### src/rtl/aux_keypad_scanner.sv
// rtl/aux_keypad_scanner.sv - scanned 4x4 keypad reader with debounce and single-entry event buffer

module aux_keypad_scanner #(
  parameter int ScanCntMax  = 25000,
  parameter int DebounceCnt = 4
) (
  input  logic       clk,
  input  logic       rst,
  output logic [3:0] col_n,
  input  logic [3:0] row_n,
  input  logic       key_ready,
  output logic       key_valid,
  output logic [3:0] key_code,
  output logic       key_held,
  output logic       overflow
);

  localparam int DW = $clog2(ScanCntMax);
  localparam int MW = (DebounceCnt > 1) ? $clog2(DebounceCnt) : 1;
  localparam logic [DW-1:0] DwellLast = DW'(ScanCntMax - 1);
  localparam logic [MW-1:0] MatchLast = MW'(DebounceCnt - 1);

  typedef enum logic {
    ST_SCAN,
    ST_EVAL
  } state_e;

  // Row synchronizer; idles high so a reset looks like "no key pressed".
  logic [3:0] row_meta_q, row_sync_q;

  state_e          state_q, state_d;
  logic [1:0]      col_q, col_d;
  logic [DW-1:0]   dwell_q, dwell_d;
  logic [15:0]     snap_q, snap_d;
  logic [15:0]     prev_q, prev_d;
  logic [15:0]     stable_q, stable_d;
  logic [MW-1:0]   match_q, match_d;
  logic            valid_q, valid_d;
  logic [3:0]      code_q, code_d;
  logic            ovf_q, ovf_d;

  logic [4:0]      ones;
  logic [3:0]      idx;
  logic            single_key;
  logic            event_fire;

  // Two-flop synchronizer for the asynchronous row inputs.
  always_ff @(posedge clk) begin
    if (rst) begin
      row_meta_q <= 4'hF;
      row_sync_q <= 4'hF;
    end else begin
      row_meta_q <= row_n;
      row_sync_q <= row_meta_q;
    end
  end

  // Count pressed keys in the snapshot and locate the highest one; only
  // meaningful as an index when exactly one bit is set.
  always_comb begin
    ones = '0;
    idx  = '0;
    for (int i = 0; i < 16; i++) begin
      if (snap_q[i]) begin
        ones = ones + 5'd1;
        idx  = 4'(i);
      end
    end
  end

  assign single_key = (ones == 5'd1);

  // Scan sequencing, snapshot capture, debounce and event detection.
  always_comb begin
    state_d    = state_q;
    col_d      = col_q;
    dwell_d    = dwell_q;
    snap_d     = snap_q;
    prev_d     = prev_q;
    match_d    = match_q;
    stable_d   = stable_q;
    event_fire = 1'b0;
    col_n      = 4'hF;
    case (state_q)
      ST_SCAN: begin
        col_n = ~(4'b0001 << col_q);
        if (dwell_q == DwellLast) begin
          // Sample late in the dwell so the column has settled and the
          // synchronizer holds rows taken while this column was driven.
          snap_d[{col_q, 2'b00} +: 4] = ~row_sync_q;
          dwell_d = '0;
          if (col_q == 2'd3) begin
            state_d = ST_EVAL;
            col_d   = 2'd0;
          end else begin
            col_d = col_q + 2'd1;
          end
        end else begin
          dwell_d = dwell_q + DW'(1);
        end
      end
      ST_EVAL: begin
        state_d = ST_SCAN;
        if (snap_q == prev_q) begin
          if (match_q != MatchLast) begin
            match_d = match_q + MW'(1);
          end
        end else begin
          prev_d  = snap_q;
          match_d = '0;
        end
        if (match_d == MatchLast) begin
          stable_d = snap_q;
          // Only a lone key that was not already accepted produces an event.
          if (single_key && (|(snap_q & ~stable_q))) begin
            event_fire = 1'b1;
          end
        end
      end
      default: state_d = ST_SCAN;
    endcase
  end

  // One-entry output buffer; a new event may replace a consumed one on the
  // same edge, otherwise it is dropped and flagged.
  always_comb begin
    valid_d = valid_q;
    code_d  = code_q;
    ovf_d   = ovf_q;
    if (event_fire) begin
      if (valid_q && !key_ready) begin
        ovf_d = 1'b1;
      end else begin
        valid_d = 1'b1;
        code_d  = idx;
      end
    end else if (valid_q && key_ready) begin
      valid_d = 1'b0;
    end
  end

  // State register for scanner, debouncer and output buffer.
  always_ff @(posedge clk) begin
    if (rst) begin
      state_q  <= ST_SCAN;
      col_q    <= 2'd0;
      dwell_q  <= '0;
      snap_q   <= '0;
      prev_q   <= '0;
      stable_q <= '0;
      match_q  <= '0;
      valid_q  <= 1'b0;
      code_q   <= 4'd0;
      ovf_q    <= 1'b0;
    end else begin
      state_q  <= state_d;
      col_q    <= col_d;
      dwell_q  <= dwell_d;
      snap_q   <= snap_d;
      prev_q   <= prev_d;
      stable_q <= stable_d;
      match_q  <= match_d;
      valid_q  <= valid_d;
      code_q   <= code_d;
      ovf_q    <= ovf_d;
    end
  end

  assign key_valid = valid_q;
  assign key_code  = code_q;
  assign key_held  = |stable_q;
  assign overflow  = ovf_q;

endmodule

### config.mk
export PLATFORM = sky130hd
export DESIGN_NAME = aux_keypad_scanner
export DESIGN_NICKNAME = d
export VERILOG_FILES = /design/src/rtl/aux_keypad_scanner.sv
export SDC_FILE = /design/constraint.sdc
export NUM_CORES = 1
export LEC_CHECK = 0
export BUFFER_PORTS_ARGS = -buffer_cell sky130_fd_sc_hd__buf_2
export CORE_UTILIZATION = 45
export CTS_CLUSTER_DIAMETER = 80
export DETAILED_ROUTE_END_ITERATION = 7
export PLACE_DENSITY = 0.71
export SYNTH_ARGS = -nofsm -noshare
export SYNTH_HDL_FRONTEND = slang
export SYNTH_SLANG_ARGS = --single-unit
### constraint.sdc
create_clock -name clk -period 12.2 [get_ports clk]
set_input_delay 1.22 -clock clk [delete_from_list [all_inputs] [get_ports clk]]
set_output_delay 1.22 -clock clk [all_outputs]
set_load 0.02 [all_outputs]
==> flow_metrics.env <==
export IMPL_clock_tree_from_tritoncts="yes"
export IMPL_postSynth_asyncResetShare_pct=0
export IMPL_dr_total_vias=4219
export IMPL_pin_count=18
export IMPL_drc=0
export IMPL_timing_critical_path_fanout_max=7
export IMPL_crit_top_cell="sky130_fd_sc_hd__ha_1"
export IMPL_synth_enable_flop_cells=0
export IMPL_syn_mean_instance_area_sq_um=8.34
export IMPL_postSynthRegisterBits=82
export IMPL_max_cap_violations=0
export IMPL_postRouteWirelength_mm=11.2
export IMPL_synthCells=623
export IMPL_sort_of_element_at_the_start_of_the_critical_path="flip-flop"
export IMPL_globalplace_congestion=0.828
export IMPL_grt_start_max_net_pins=74
export IMPL_placement_io_buffers=17
export IMPL_design_core_area_sq_um=11000
export IMPL_fp_dieH_microns=109
export IMPL_detailed_router_iteration_count_before_antenna_repair=5
export IMPL_worst_slew_margin_rel_pct=52.7
export IMPL_cts_root_buf="sky130_fd_sc_hd__clkbuf_16"
export IMPL_cts_sink_count=82
export IMPL_switching_power_w=0.000121
export IMPL_grt_pass1_wl_mm=18.7
export IMPL_fin_crit_sh_pct=89.5
export IMPL_clkPwrFrac_pct=47.6
export IMPL_yosysWarningCount=0
export IMPL_timing_worst_slew_pin_value_ns=0.709
export IMPL_die_w_microns=109
export IMPL_final_setup_viol_count=0
export IMPL_crit_path_top_delay_cell="sky130_fd_sc_hd__or4_4"
export IMPL_power_static_leakage_nw=2.14
export IMPL_post_synth_top_area_cell="sky130_fd_sc_hd__dfxtp_1"
export IMPL_worst_path_arrival_ns=11.14
export IMPL_hpwlAfterDp_mm=8.38
export IMPL_drt_iter0_markers=283
export IMPL_timing_hold_violations_final=0
export IMPL_final_min_clock_period_ns=10.92
export IMPL_setup_ws_ns=1.28
export IMPL_clk_pin_slew_worst_paths_ns=0.06
export IMPL_p_int_w=0.000414
export IMPL_cts_post_setup_buffers_inserted=0
export IMPL_tritoncts_num_buffers=9
export IMPL_per_cell_via_count_in_the_routed_design=5.51
export IMPL_min_path_type="reg2reg"
export IMPL_layout_cells_sized_above_1_pct=9.90
export IMPL_required_ns=12.43
export IMPL_final_setup_tns_ns=0
export IMPL_power_per_cell_area_nw_per_um2=94.9
export IMPL_max_freq_ghz=0.0916
export IMPL_clock_insertion_delay_worst_skew_ns=0.34
export IMPL_num_nets_final=650
export IMPL_power_share_combinational_pct=1.6
export IMPL_grt_overflow_total=0
export IMPL_m1WireLength_mm=5.13
export IMPL_rows=38
export IMPL_synth_largest_type_area_fraction_pct=31.6
export IMPL_global_route_usage_total_pct=20.0
export IMPL_route_met3_wl_microns=400
export IMPL_power_total_w=0.000535
export IMPL_slowest_delay_ns=0.56
export IMPL_post_synth_main_area_contributors="sky130_fd_sc_hd__dfxtp_1 32%, sky130_fd_sc_hd__xnor2_1 7.2%, sky130_fd_sc_hd__mux2i_1 6.7%"
export IMPL_detail_route_wl_per_cell_microns=14.6
export IMPL_floorplan_die_area_sq_um=12000
export IMPL_report_final_slew_viol_count=0
export IMPL_vdd_drop_max_v=0.000109
export IMPL_yosys_most_used_dff="sky130_fd_sc_hd__dfxtp_1"
export IMPL_placed_cells=750
export IMPL_initial_core_util_pct=47.1
export IMPL_rsz0062_at_grt="false"
export IMPL_setup_worst_path_end_class="flip-flop"
export IMPL_synth_yosys_seq_area_share_pct=31.6
export IMPL_cts_hold_buffers=0
export IMPL_postRouteAntennaNets=0
export IMPL_fin_skew_ns=0.00667
export IMPL_netlist_area_sq_um=5200
export IMPL_cts_repair_resize_count=0
export IMPL_run_status="finished, final reports clean"
export IMPL_ys_types=62
export IMPL_synth_most_common_cell="sky130_fd_sc_hd__dfxtp_1"
export IMPL_uppermost_metal_layer_occupied_by_signal_nets="met4"
export IMPL_clockBufferDepth=2
export IMPL_crit_type="reg2reg"
export IMPL_grt_antenna_before_repair=0
export IMPL_power_switching_fraction_pct=22.6
export IMPL_mappedNetlistNets=652
export IMPL_dp_slack_ns=1.35
export IMPL_grt_pass1_vias=4109
export IMPL_synthToLayoutAreaGrowth_pct=8.40
export IMPL_cts_htree_levels=3
export IMPL_pwr_share_seq_pct=50.8
export IMPL_dr_wl_met2_mm=5.49
export IMPL_n_antenna_cell=0
export IMPL_ys_top_cells_by_count="82 x sky130_fd_sc_hd__dfxtp_1, 79 x sky130_fd_sc_hd__nor2_1, 74 x sky130_fd_sc_hd__nand2_1"
export IMPL_stdcell_count=766
-- cell families (layout without fill, tap and decap cells) --
logic type,Yosys count,after routing,share of synthesized area (%)
flip-flops,82,82,31.6
adder cells (fa/ha/maj),22,22,5.30
multiplexers,42,42,8.74
XOR/XNOR,78,78,16.3
AO/OA/AOI/OAI,81,81,9.68
AND/OR/NAND/NOR,261,261,24.2
buffers and inverters,57,60,4.19
-- layout make-up --
type	count	area [sq um]
Fill cell	1058	5400
Multi-Input combinational cell	484	3340
Sequential cell	82	1640
Clock buffer	9	225
Tap cell	140	175
Timing Repair Buffer	19	100
Inverter	25	93.8
Clock inverter	7	60.1
-- worst paths after layout --
check	from	end	slack (ns)	cells after the start
worst max-delay path	snap_q[0]	key_code[2]	1.28	47
worst min-delay path	row_meta_q[0]	row_sync_q[0]	0.41	1
worst max register to register	snap_q[0]	key_code[2]	1.28	47
worst min register to register	row_meta_q[0]	row_sync_q[0]	0.41	1
-- sequential cells by signal, indices dropped and copies added, names as in the netlist, 2 cells and up --
signal      count
prev_q         16
snap_q         16
stable_q       16
dwell_q        15
key_code        4
row_meta_q      4
row_sync_q      4
col_q           2
match_q         2
-- per-stage QoR --
stage	hold WS (ns)	utilization, %	instance area (sq um)
2_1_floorplan	0.389	-	5200
3_3_place_gp	0.393	48.5	5350
3_5_place_dp	0.393	48.5	5350
4_1_cts	0.409	51.1	5630
5_1_grt	0.429	51.1	5630
6_report	0.407	51.1	5630
-- per-layer routing --
| layer | vias up | global-route usage (%) |
|---|---|---|
| li1 | 2127 | - |
| met1 | 2003 | 25.0 |
| met2 | 72 | 34.5 |
| met3 | 17 | 2.67 |
| met4 | 0 | 8.00 |
| met5 | - | 0 |
-- cell usage in the layout, fill, tap and decap left out, types with 3 or more instances in the layout --
master	count
sky130_fd_sc_hd__nand3_1	10
sky130_fd_sc_hd__nor4_1	11
sky130_fd_sc_hd__inv_1	24
sky130_fd_sc_hd__xnor2_4	3
sky130_fd_sc_hd__o21ai_0	5
sky130_fd_sc_hd__o22ai_1	7
sky130_fd_sc_hd__xnor3_1	4
sky130_fd_sc_hd__nor2_1	79
sky130_fd_sc_hd__xor2_1	24
sky130_fd_sc_hd__mux2i_1	35
sky130_fd_sc_hd__ha_1	22
sky130_fd_sc_hd__and2_1	4
sky130_fd_sc_hd__clkbuf_16	9
sky130_fd_sc_hd__nor3_1	16
sky130_fd_sc_hd__nand2_1	74
sky130_fd_sc_hd__clkinvlp_4	3
sky130_fd_sc_hd__nor2b_1	8
sky130_fd_sc_hd__or2_2	11
sky130_fd_sc_hd__o221ai_1	3
sky130_fd_sc_hd__nand4_1	12
sky130_fd_sc_hd__a21oi_1	36
sky130_fd_sc_hd__nand4b_1	4
sky130_fd_sc_hd__buf_2	17
sky130_fd_sc_hd__nand2b_1	14
sky130_fd_sc_hd__xnor2_1	43
sky130_fd_sc_hd__a31oi_1	9
sky130_fd_sc_hd__and3_1	4
sky130_fd_sc_hd__dfxtp_1	82
sky130_fd_sc_hd__mux2_4	3
-- power by group through the flow --
stage / registers (W) / logic [W] / clock network [W]
finish: 0.000272 / 0.00000843 / 0.000255
global route: 0.000272 / 0.00000950 / 0.000270
CTS: 0.000272 / 0.00000856 / 0.000260
detailed placement: 0.000278 / 0.00000851 / 0
global placement: 0.000277 / 0.00000822 / 0
floorplan: 0.000277 / 0.00000659 / 0
-- critical path: cells and delay by family, from the launching register on --
kind            cells  cell delay, ns
fa+ha+maj          14            4.22
buf+inv             4            0.29
flops               1            0.43
simple gates       13            2.30
xor+xnor            1            0.18
mux                 6            1.39
compound gates      9            1.95
No activity file was read; power rests on OpenSTA's default activity.
